===== src/rtl/uart_rx.sv =====
// UART receiver: 16x oversampled, mid-bit sampling, optional parity, and a
// valid/ack output register with overrun reporting for the register block.
module uart_rx #(
    parameter int DIV = 27
) (
    input  logic       clk_i,
    input  logic       resetn_i,
    input  logic       rx_i,
    input  logic [1:0] verify,
    output logic [7:0] data_o,
    output logic       valid_o,
    input  logic       ack_i,
    output logic       parity_err_o,
    output logic       frame_err_o,
    output logic       overrun_o
);

    localparam int DW = (DIV > 1) ? $clog2(DIV) : 1;
    localparam logic [DW-1:0] DIV_LAST = DW'(DIV - 1);

    typedef enum logic [2:0] {
        IDLE,
        START,
        DATA,
        PARITY,
        STOP
    } state_t;

    state_t     state, state_nxt;
    logic       sync1, sync2, prev;
    logic       fall;
    logic [DW-1:0] divcnt;
    logic       tick;
    logic [3:0] tcnt, tcnt_nxt;
    logic [2:0] bcnt, bcnt_nxt;
    logic [7:0] shreg, shreg_nxt;
    logic [1:0] verify_q, verify_nxt;
    logic       perr, perr_nxt;
    logic       done;

    // Synchroniser resets to idle-high so a line held low out of reset reads as an edge.
    always_ff @(posedge clk_i or negedge resetn_i) begin
        if (!resetn_i) begin
            sync1 <= 1'b1;
            sync2 <= 1'b1;
            prev  <= 1'b1;
        end else begin
            sync1 <= rx_i;
            sync2 <= sync1;
            prev  <= sync2;
        end
    end

    assign fall = prev & ~sync2;

    // Divider is parked at zero in IDLE so tick phase is aligned to the start edge.
    always_ff @(posedge clk_i or negedge resetn_i) begin
        if (!resetn_i) begin
            divcnt <= '0;
        end else if (state == IDLE || divcnt == DIV_LAST) begin
            divcnt <= '0;
        end else begin
            divcnt <= divcnt + 1'b1;
        end
    end

    assign tick = (state != IDLE) && (divcnt == DIV_LAST);

    always_ff @(posedge clk_i or negedge resetn_i) begin
        if (!resetn_i) begin
            state    <= IDLE;
            tcnt     <= '0;
            bcnt     <= '0;
            shreg    <= '0;
            verify_q <= '0;
            perr     <= 1'b0;
        end else begin
            state    <= state_nxt;
            tcnt     <= tcnt_nxt;
            bcnt     <= bcnt_nxt;
            shreg    <= shreg_nxt;
            verify_q <= verify_nxt;
            perr     <= perr_nxt;
        end
    end

    always_comb begin
        state_nxt  = state;
        tcnt_nxt   = tcnt;
        bcnt_nxt   = bcnt;
        shreg_nxt  = shreg;
        verify_nxt = verify_q;
        perr_nxt   = perr;
        done       = 1'b0;

        if (tick) begin
            tcnt_nxt = tcnt + 4'd1;
        end

        case (state)
            IDLE: begin
                tcnt_nxt = '0;
                bcnt_nxt = '0;
                if (fall) begin
                    state_nxt  = START;
                    verify_nxt = verify;
                    perr_nxt   = 1'b0;
                end
            end
            START: begin
                // A start bit that has gone high again by mid-bit was a glitch.
                if (tick && tcnt == 4'd7) begin
                    tcnt_nxt  = '0;
                    state_nxt = sync2 ? IDLE : DATA;
                end
            end
            DATA: begin
                if (tick && tcnt == 4'd15) begin
                    shreg_nxt = {sync2, shreg[7:1]};
                    bcnt_nxt  = bcnt + 3'd1;
                    if (bcnt == 3'd7) begin
                        state_nxt = verify_q[1] ? PARITY : STOP;
                    end
                end
            end
            PARITY: begin
                if (tick && tcnt == 4'd15) begin
                    perr_nxt  = sync2 ^ (^shreg) ^ ~verify_q[0];
                    state_nxt = STOP;
                end
            end
            STOP: begin
                // Leaving at mid-stop lets a back-to-back start edge be seen.
                if (tick && tcnt == 4'd15) begin
                    done      = 1'b1;
                    state_nxt = IDLE;
                end
            end
            default: begin
                state_nxt = IDLE;
            end
        endcase
    end

    // A completed frame only replaces held data if the consumer has taken it.
    always_ff @(posedge clk_i or negedge resetn_i) begin
        if (!resetn_i) begin
            data_o       <= '0;
            valid_o      <= 1'b0;
            parity_err_o <= 1'b0;
            frame_err_o  <= 1'b0;
            overrun_o    <= 1'b0;
        end else begin
            overrun_o <= 1'b0;
            if (done) begin
                if (!valid_o || ack_i) begin
                    data_o       <= shreg;
                    parity_err_o <= perr;
                    frame_err_o  <= ~sync2;
                    valid_o      <= 1'b1;
                end else begin
                    overrun_o <= 1'b1;
                end
            end else if (valid_o && ack_i) begin
                valid_o <= 1'b0;
            end
        end
    end

endmodule


===== config.mk =====
export PLATFORM = sky130hd
export DESIGN_NAME = uart_rx
export DESIGN_NICKNAME = d
export VERILOG_FILES = /design/src/rtl/uart_rx.sv
export SDC_FILE = /design/constraint.sdc
export NUM_CORES = 1
export LEC_CHECK = 0
export BUFFER_PORTS_ARGS = -buffer_cell sky130_fd_sc_hd__buf_2
export CAP_MARGIN = 20
export CELL_PAD_IN_SITES_DETAIL_PLACEMENT = 1
export CELL_PAD_IN_SITES_GLOBAL_PLACEMENT = 2
export CORE_MARGIN = 2
export CORE_UTILIZATION = 42
export DETAILED_ROUTE_END_ITERATION = 10
export PLACE_DENSITY = 0.91
export REMOVE_ABC_BUFFERS = 1
export SLEW_MARGIN = 20
export SYNTH_ARGS = -nofsm -noshare
export SYNTH_HDL_FRONTEND = slang
export SYNTH_SLANG_ARGS = --single-unit

===== constraint.sdc =====
create_clock -name clk_i -period 6.7 [get_ports clk_i]
set_clock_uncertainty 0.2 [all_clocks]
set_input_delay 0.335 -clock clk_i [delete_from_list [all_inputs] [get_ports clk_i]]
set_output_delay 0.335 -clock clk_i [all_outputs]
set_load 0.005 [all_outputs]

==> results of run 1 <==
==> worst register-to-register path: cells and delay by family, from the launching register on <==
kind / cells / cell delay (ns)
and+or+nand+nor: 3 / 1.37
DFF: 1 / 0.41
adders and majority gates: 1 / 0.19
muxes: 1 / 0.42
buffers and inverters: 1 / 0.07
==> state kept, by name, summed over array words and instances, names as in the netlist <==
signal / flops
sync2: 1
data_o: 8
divcnt: 5
overrun_o: 1
frame_err_o: 1
perr: 1
bcnt: 3
parity_err_o: 1
sync1: 1
valid_o: 1
verify_q: 2
tcnt: 4
state: 3
prev: 1
shreg: 8
==> cell type report <==
class,instances,area share
flip-flops and latches,41,0.4858
multi-input cells,103,0.3766
repair buffers,18,0.04486
clock buffers,7,0.04073
well taps,52,0.03070
clock inverters,1,0.01417
inverters,4,0.007084
==> placed cells by master, fill, tap and decap left out, types with 2 or more instances in the layout <==
cell type and count:
xnor2_1 11, o21ai_0 4, nor3_1 5, a22oi_1 2
xor2_1 4, inv_1 4, or3_1 2, nand3_1 4
ha_1 5, clkbuf_8 6, dfstp_2 3, o2bb2ai_1 2
nand2_1 7, mux2_2 19, mux2i_1 2, buf_2 17
nor2_1 15, dfrtp_1 38, nand2b_1 3, a21oi_1 3
==> power groups by stage <==
stage,Clock (mW),Combinational (mW),Sequential [mW]
2_1_floorplan,0,0.0952,0.309
3_3_place_gp,0,0.116,0.319
3_5_place_dp,0,0.123,0.322
4_1_cts,0.210,0.124,0.318
5_1_grt,0.223,0.137,0.324
6_report,0.205,0.122,0.318
==> cells in the mapped netlist, types with 2 or more instances <==
master,count,area share
nor3_1,5,0.013
xor2_1,4,0.019
ha_1,5,0.033
a22oi_1,2,0.0080
xnor2_1,11,0.051
nand3_1,4,0.011
a21oi_1,3,0.0080
o2bb2ai_1,2,0.0093
or3_1,2,0.0067
mux2_2,19,0.11
buf_2,2,0.0053
inv_1,4,0.0080
nor2_1,15,0.030
dfstp_2,3,0.042
nand2b_1,3,0.010
dfrtp_1,38,0.51
o21ai_0,4,0.011
nand2_1,7,0.014
mux2i_1,2,0.011
==> per-stage QoR <==
step | worst slack (ns) | instance area (sq um) | util
4_1_cts | 3.892 | 2120 | 0.4902
3_5_place_dp | 3.880 | 1993 | 0.4609
2_1_floorplan | 4.258 | 1843 | -
3_3_place_gp | 4.066 | 1993 | 0.4609
5_1_grt | 3.748 | 2120 | 0.4902
6_report | 3.916 | 2120 | 0.4902
==> logic make-up (layout without fill, tap and decap cells) <==
kind of cell	Yosys count	after routing	synth area share
AOI/OAI and AO/OA	17	17	0.06405
DFF	41	41	0.5490
xor gates and xnor gates	15	15	0.07004
muxes	21	21	0.1248
and+or+nand+nor	45	45	0.1334
buffers and inverters	9	30	0.02535
adders and majority gates	5	5	0.03336
==> worst max path at each step <==
stage              start       end  slack (ns)  depth (start not counted)
4_1_cts        divcnt[0]  shreg[7]        3.89                          6
3_3_place_gp   divcnt[0]  shreg[3]        4.07                          6
2_1_floorplan  divcnt[0]  shreg[0]        4.26                          6
6_report       divcnt[0]  shreg[7]        3.92                          6
3_5_place_dp   divcnt[0]  shreg[1]        3.88                          6
5_1_grt        divcnt[0]  shreg[1]        3.75                          6
==> per-layer routing <==
| metal | vias to the layer above | wire length (um) | GRT usage |
|---|---|---|---|
| met5 | - | 0 | 0 |
| met2 | 22 | 2005 | 0.2814 |
| li1 | 570 | - | - |
| met1 | 627 | 1576 | 0.2052 |
| met3 | 6 | 150 | 0.04558 |
| met4 | 0 | 52 | 0.06080 |
==> repair_timing <==
| action | CTS | global route |
|---|---|---|
| buffers inserted | 0 | 0 |
| hold buffers | 1 | 0 |
| hold endpoints to repair | 1 | 0 |
==> flow_summary.yaml, run 1 <==
status:
  status: "finished, violations left"
  violations: "hold timing"
timing:
  tightestPinTransition_ns: 0.9135
  finalHoldViolations: 33
  period_share: 0.4155
  fin_setup_tns_ns: 0
  max-slew-margin-rel: 0.3888
  period_needed_ns: 2.784
  rsz0062_at_grt: "false"
  drv_slew: 0
  whs_ns: -0.03169
  setup_viol_count_final: 0
  max_freq_mhz: 359.2
run:
  maxCapViolCount: 0
global_route:
  grt_pass1_wl_um: 6417
  grt.total_usage: 0.1667
  antenna_found_initial: 0
  grt-ovfl-total: 0
  grt_max_degree: 42
  grt_pass1_vias: 1341
clock_network:
  clk_path_buf_depth: 2
  numCtsBuffers: 5
  clk_latency_ns: 0.29
  postCtsResizedCells: 0
  clockRootBuffer: "clkbuf_8"
  cts_max_level: 2
  tritoncts: "yes"
  clk_pin_slew_worst_paths_ns: 0.08
  cts.sinks: 41
yosys:
  ys_seq_elements: 41
  synth_edf_count: 0
  ys_seq_area_frac: 0.5490
  syn_inst: 153
  syn-cell-area_sq_um: 1876
  synthArstFlopShare: 1.000
  synthFlopType: "dfrtp_1"
  ys_types: 37
  synth_warnings: 0
  synth_area_per_cell_sq_um: 12.26
power_and_ir_drop:
  power_frac_comb: 0.189
  clkPwrFrac: 0.317
  intPower_mw: 0.4541
  netSwitchingPower_mw: 0.1902
  irDropWorstVdd_mv: 0.1570
  power_leakage_nw: 1.034
  p_per_area_nw_per_um2: 304.0
  seq_power_share: 0.494
  fin_total_pwr_mw: 0.6443
  switching_share: 0.2952
placement:
  dp.cells: 217
  hpwl_um: 2737
  port-buffer-count: 17
  place_congestion: 0.8143
critical_path:
  critical_path_peak_fanout: 11
  r2r_cells: 6
  r2r_end: "shreg[7]"
  crit_slowest_cell: "nor2_1"
  endpoint_kind: "flop"
  max_stage_delay_ns: 0.71
  required_ns: 6.67
  arrival_ns: 2.76
  cp_top_family: "simple AND/OR/NAND/NOR gates"
  reg2reg_from: "divcnt[0]"
  worstPathCellList: "inv_1 > ha_1 > nand4b_4 > or3_1 > nor2_1 > mux2_2"
  cp_num_buf_inv: 1
  cp-start-kind: "flop"
  r2r_setup_slack_ns: 3.92
  critical_path_class: "reg -> reg"
floorplanning:
  start_util: 0.4337
  placementRows: 24
  dieHeight_um: 70.83
  die_w_um: 70.83
  die-area_sq_um: 5016
  io_pins: 18
  coreArea_sq_um: 4324
drt:
  ant_nets: 0
  routed-via-count: 1225
  vias_per_cell: 5.420
  firstDrtPassIters: 4
  wl_per_cell_um: 16.75
  drc_errors: 0
  drt-total-wl_um: 3785
  dr.first_iter.drc_count: 77
finish:
  multi_input_area_sq_um: 798.3
  fin_nets: 184
  area_delta_synth_final_pct: 13.01
  stdcell_count: 226
  seq_area_sq_um: 1030
  fill_cells: 479
  antennaDiodeCount: 0
  drive_gt1_frac: 0.2931
worst_hold_path:
  min_path_type: "in -> async"
Power figures use the tool's default switching activity.
==> run 2, diff against run 1 <==
--- a/config.mk
+++ b/config.mk
@@ -10,9 +10,9 @@
 export CELL_PAD_IN_SITES_DETAIL_PLACEMENT = 1
 export CELL_PAD_IN_SITES_GLOBAL_PLACEMENT = 2
 export CORE_MARGIN = 2
-export CORE_UTILIZATION = 42
+export CORE_UTILIZATION = 36
 export DETAILED_ROUTE_END_ITERATION = 10
-export PLACE_DENSITY = 0.91
+export PLACE_DENSITY = 0.84
 export REMOVE_ABC_BUFFERS = 1
 export SLEW_MARGIN = 20
 export SYNTH_ARGS = -nofsm -noshare
==> constraint.sdc (replaced) <==
create_clock -name clk_i -period 2.4 [get_ports clk_i]
set_clock_uncertainty 0.2 [all_clocks]
set_input_delay 0.12 -clock clk_i [delete_from_list [all_inputs] [get_ports clk_i]]
set_output_delay 0.12 -clock clk_i [all_outputs]
set_load 0.005 [all_outputs]
==> flow_summary.yaml, run 2 (same netlist as run 1, synthesis figures left out) <==
status:
  status: "complete, no violations"
run:
  maxCapViolCount: 0
power_and_ir_drop:
  power_leakage_nw: 1.072
  p_per_area_nw_per_um2: 822.2
  irDropWorstVdd_mv: 0.3355
worst_hold_path:
  min_from: "sync1"
  whs_endpoint: "sync2"
  holdPathStages: 0
  min_path_type: "reg -> reg"
timing:
  max_freq_mhz: 435.7
  rsz0062_at_grt: "false"
  tightestPinTransition_ns: 0.9126
  finalHoldViolations: 0
  fin_setup_tns_ns: 0
  max-slew-margin-rel: 0.3916
  finalWorstSetupSlack_ns: 0.1051
  period_share: 0.9562
  whs_ns: 0.1571
  setup_viol_count_final: 0
  period_needed_ns: 2.295
  drv_slew: 0
critical_path:
  r2r_cells: 7
  crit_slowest_cell: "or3_4"
  arrival_ns: 2.27
  worstPathCellList: "inv_1 > ha_1 > nand4b_4 > or3_4 > nor2_1 > buf_6 > mux2_2"
  max_stage_delay_ns: 0.44
  critical_path_class: "reg -> reg"
  required_ns: 2.38
  cp_top_family: "simple AND/OR/NAND/NOR gates"
  critical_path_peak_fanout: 11
  r2r_end: "shreg[5]"
  endpoint_kind: "flop"
  reg2reg_from: "divcnt[0]"
  cp-start-kind: "flop"
  cp_num_buf_inv: 2
  r2r_setup_slack_ns: 0.11
drt:
  vias_per_cell: 4.964
  ant_nets: 0
  routed-via-count: 1251
  firstDrtPassIters: 4
  drc_errors: 0
  wl_per_cell_um: 15.03
  dr.first_iter.drc_count: 41
  drt-total-wl_um: 3788
clock_network:
  cts.sinks: 41
  cts_max_level: 2
  clk_pin_slew_worst_paths_ns: 0.08
  clk_latency_ns: 0.29
  numCtsBuffers: 5
  clockRootBuffer: "clkbuf_8"
  tritoncts: "yes"
  clk_path_buf_depth: 2
floorplanning:
  start_util: 0.3696
  coreArea_sq_um: 5075
  die_w_um: 76.18
  die-area_sq_um: 5803
  dieHeight_um: 76.18
  placementRows: 26
  io_pins: 18
finish:
  area_delta_synth_final_pct: 18.61
  antennaDiodeCount: 0
  final_cell_mix: "dfrtp_1, mux2_2, buf_2"
  fill_cells: 566
  finalInstanceArea_sq_um: 2225
  largest_registers: "data_o: 8 flops, shreg: 8 flops, divcnt: 5 flops"
  drive_gt1_frac: 0.3132
  fin_nets: 192
  finish.utilization: 0.4384
  final_common_cell: "dfrtp_1"
global_route:
  grt_pass1_vias: 1358
  grt_max_degree: 42
  grt.total_usage: 0.1436
  antenna_found_initial: 0
  grt_pass1_wl_um: 6665
  grt-ovfl-total: 0
placement:
  port-buffer-count: 17
  hpwl_um: 2665
  preCtsSetupSlack_ns: 0.06213
  placed_area_sq_um: 2038
  place_congestion: 0.7775
## run 2: layout make-up
cell class	instances	area, sq um	share of cell area
multi-input cells	103	803.3	0.3611
repair buffers	26	168.9	0.07593
flip-flops and latches	41	1030	0.4629
well taps	70	87.58	0.03937
clock buffers	6	82.58	0.03712
inverters	4	15.01	0.006749
clock inverters	2	37.54	0.01687
## run 2: stage by stage
| stage | instances | power, mW |
|---|---|---|
| floorplan | 148 | 1.129 |
| global placement | 238 | 1.226 |
| detailed placement | 238 | 1.257 |
| CTS | 251 | 1.855 |
| global route | 252 | 1.948 |
| finish | 252 | 1.829 |
## run 2: worst max path at each step
stage          startpoint       end  slack (ns)  cells after the start
2_1_floorplan   divcnt[0]  shreg[0]       -0.04                      6
6_report        divcnt[0]  shreg[5]        0.11                      7
4_1_cts         divcnt[0]  shreg[5]        0.04                      7
3_5_place_dp    divcnt[0]  shreg[0]        0.06                      7
5_1_grt         divcnt[0]  shreg[5]       0.002                      7
3_3_place_gp    divcnt[0]  shreg[1]        0.18                      7
## run 2: metal layers
layer  wire length, um  GRT usage  vias to the layer above
met5                 0          0                        -
met4                53    0.05273                        0
met3               139    0.04621                        6
met2              1895     0.2393                       21
met1              1699     0.1750                      638
li1                  -          -                      586
## run 2: what timing repair did
action                                  CTS  global route
endpoints found under the hold margin    43             0
endpoints found under the setup margin    0             8
hold buffers                              5             0
setup buffers                             0             1
resized for setup                         0             2
## run 2: power by group
group	total, mW	leakage [nW]	internal [mW]	switching, mW
registers	0.864	0.540	0.772	0.0926
logic	0.388	0.474	0.173	0.215
clock network	0.577	0.0574	0.338	0.239
total	1.83	1.07	1.28	0.546
## run 2: worst reg2reg max path, cell delays in order, from the launching register on
cell	delay (ns)
dfrtp_1	0.42
inv_1	0.08
ha_1	0.19
nand4b_4	0.18
or3_4	0.44
nor2_1	0.15
buf_6	0.18
mux2_2	0.35
==> run 3, diff against run 2 <==
--- a/config.mk
+++ b/config.mk
@@ -5,14 +5,15 @@
 export SDC_FILE = /design/constraint.sdc
 export NUM_CORES = 1
 export LEC_CHECK = 0
+export ABC_AREA = 1
 export BUFFER_PORTS_ARGS = -buffer_cell sky130_fd_sc_hd__buf_2
 export CAP_MARGIN = 20
 export CELL_PAD_IN_SITES_DETAIL_PLACEMENT = 1
 export CELL_PAD_IN_SITES_GLOBAL_PLACEMENT = 2
 export CORE_MARGIN = 2
-export CORE_UTILIZATION = 36
+export CORE_UTILIZATION = 32
 export DETAILED_ROUTE_END_ITERATION = 10
-export PLACE_DENSITY = 0.84
+export PLACE_DENSITY = 0.82
 export REMOVE_ABC_BUFFERS = 1
 export SLEW_MARGIN = 20
 export SYNTH_ARGS = -nofsm -noshare
==> flow_summary.yaml, run 3 <==
global_route:
  antenna_found_initial: 0
  grt_max_degree: 42
  grt_pass1_wl_um: 7265
  grt_pass1_vias: 1580
  grt.total_usage: 0.1298
  grt-ovfl-total: 0
run:
  maxCapViolCount: 0
power_and_ir_drop:
  fin_total_pwr_mw: 1.974
  irDropWorstVdd_mv: 0.3238
  p_per_area_nw_per_um2: 838.3
  power_leakage_nw: 1.236
clock_network:
  cts.sinks: 41
  hold_buffers: 4
  postCtsSetupBuffers: 0
  clk_path_buf_depth: 2
  numCtsBuffers: 5
  clk_pin_slew_worst_paths_ns: 0.09
  tritoncts: "yes"
  postCtsResizedCells: 0
  cts_max_level: 2
  clockRootBuffer: "clkbuf_8"
  clk_latency_ns: 0.30
yosys:
  yosys-top-cells-area: "dfrtp_1, nand2_1, nand3_1"
  yosysTopAreaCell: "dfrtp_1"
  ys_types: 28
  syn_inst: 229
  synthFlopType: "dfrtp_1"
  synth_area_per_cell_sq_um: 8.786
  ys_seq_elements: 41
  ys_seq_area_frac: 0.5118
  synth_top_area_frac: 0.4726
  synthMostInstantiatedCell: "nand2_1"
  ys_top_cells_by_count: "nand2_1, dfrtp_1, inv_1"
  synthArstFlopShare: 1.000
  synth_warnings: 0
  syn-cell-area_sq_um: 2012
  synth_edf_count: 0
critical_path:
  arrival_ns: 2.00
  endpoint_kind: "flop"
  critical_path_class: "reg -> reg"
  crit_slowest_cell: "dfrtp_1"
  cp-start-kind: "flop"
  max_stage_delay_ns: 0.41
  r2r_setup_slack_ns: 0.37
  required_ns: 2.37
  cp_num_buf_inv: 2
  r2r_end: "shreg[1]"
  path_depth: 8
  cp_top_family: "simple AND/OR/NAND/NOR gates"
  worstPathCellList: "inv_1 > ha_1 > nand4_2 > nor2_8 > nand3_1 > buf_4 > nand2_1 > o21ai_0"
  r2r_cells: 8
  reg2reg_from: "divcnt[0]"
  critical_path_peak_fanout: 16
floorplanning:
  start_util: 0.3358
  die-area_sq_um: 6937
  placementRows: 28
  io_pins: 18
  die_w_um: 83.29
  coreArea_sq_um: 5991
  dieHeight_um: 83.29
timing:
  fin_setup_tns_ns: 0
  period_needed_ns: 2.027
  finalWorstSetupSlack_ns: 0.3730
  tightestPinTransition_ns: 0.9181
  max-slew-margin-rel: 0.3879
  max_freq_mhz: 493.3
  drv_slew: 0
  whs_ns: -0.003469
  setup_viol_count_final: 0
  finalHoldViolations: 1
  period_share: 0.8446
  rsz0062_at_grt: "false"
drt:
  routed-via-count: 1558
  firstDrtPassIters: 6
  wl_per_cell_um: 12.18
  dr.first_iter.drc_count: 63
  vias_per_cell: 4.707
  drc_errors: 0
  ant_nets: 0
  drt-total-wl_um: 4031
placement:
  hpwl_um: 2925
  place_congestion: 0.7709
  dp.cells: 319
  port-buffer-count: 17
  preCtsSetupSlack_ns: 0.4112
status:
  status: "finished, violations left"
  violations: "hold timing"
worst_hold_path:
  whs_endpoint: "overrun_o"
  min_from: "ack_i"
  min_path_type: "in -> reg"
  holdPathStages: 4
finish:
  fill_cells: 742
  antennaDiodeCount: 0
  drive_gt1_frac: 0.1914
  final_common_cell: "nand2_1"
  largest_registers: "data_o: 8 flops, shreg: 8 flops, divcnt: 5 flops"
  final_cell_mix: "nand2_1, dfrtp_1, inv_1"
  area_delta_synth_final_pct: 17.04
  fin_nets: 266
  seq_area_sq_um: 1030
  multi_input_area_sq_um: 857.1
  stdcell_count: 331
==> run 3: cell count changes in the layout (fill, tap and decap cells not counted), moves of 6 or more <==
cell / before / now
nand2_1: 7 / 70
mux2_2: 19 / 1
xnor2_1: 11 / 5
inv_1: 4 / 24
nand3_1: 4 / 18
o21ai_0: 4 / 10
o21ai_2: 0 / 8
==> run 3: worst max path at each step <==
stage,startpoint,endpoint,slack [ns]
2_1_floorplan,divcnt[0],bcnt[1],0.47
4_1_cts,divcnt[0],shreg[1],0.35
3_5_place_dp,divcnt[0],shreg[1],0.41
3_3_place_gp,divcnt[0],shreg[7],0.46
6_report,divcnt[0],shreg[1],0.37
5_1_grt,divcnt[0],shreg[0],0.23
==> run 3: metal layers <==
| metal | part of all wire | up-vias | routed length, um | GRT usage |
|---|---|---|---|---|
| met5 | 0 | - | 0 | 0 |
| met4 | 0.016 | 0 | 66 | 0.04918 |
| met3 | 0.035 | 6 | 143 | 0.03579 |
| met2 | 0.47 | 20 | 1893 | 0.2097 |
| met1 | 0.48 | 754 | 1927 | 0.1651 |
| li1 | - | 778 | - | - |
==> run 3: power by group <==
part	internal [mW]	switching [mW]	total, mW
Combinational	0.157	0.329	0.486
Clock	0.413	0.246	0.660
Sequential	0.758	0.0708	0.829
==> run 3: cells by family after synthesis <==
group,Yosys count,share of synthesized area
muxes,1,0.005597
adders and majority gates,5,0.03109
AOI/OAI and AO/OA,26,0.08023
buffers and inverters,30,0.06219
xor gates and xnor gates,11,0.04788
DFF,41,0.5118
and+or+nand+nor,115,0.2612
==> run 3: final cells by class <==
class / count / share of cell area
inverter: 26 / 0.04251
tap: 75 / 0.03985
clock buffer: 5 / 0.02922
timing repair buffer: 23 / 0.05951
multi-input combinational: 158 / 0.3640
clock inverter: 3 / 0.02763
sequential: 41 / 0.4373
==> run 3: metrics by stage <==
step | util | hold WS [ns] | cell area (sq um)
floorplan | - | -0.3756 | 1987
global placement | 0.3640 | 0.02583 | 2181
detailed placement | 0.3640 | 0.02684 | 2181
CTS | 0.3931 | 0.003267 | 2355
global route | 0.3931 | 0.02617 | 2355
finish | 0.3931 | -0.003469 | 2355
==> run 3: worst register-to-register path: cells and delay by family (launching register included) <==
family          cells  cell delay [ns]
compound gates      1             0.09
fa+ha+maj           1             0.15
buf+inv             2             0.33
flops               1             0.41
simple gates        4             0.71
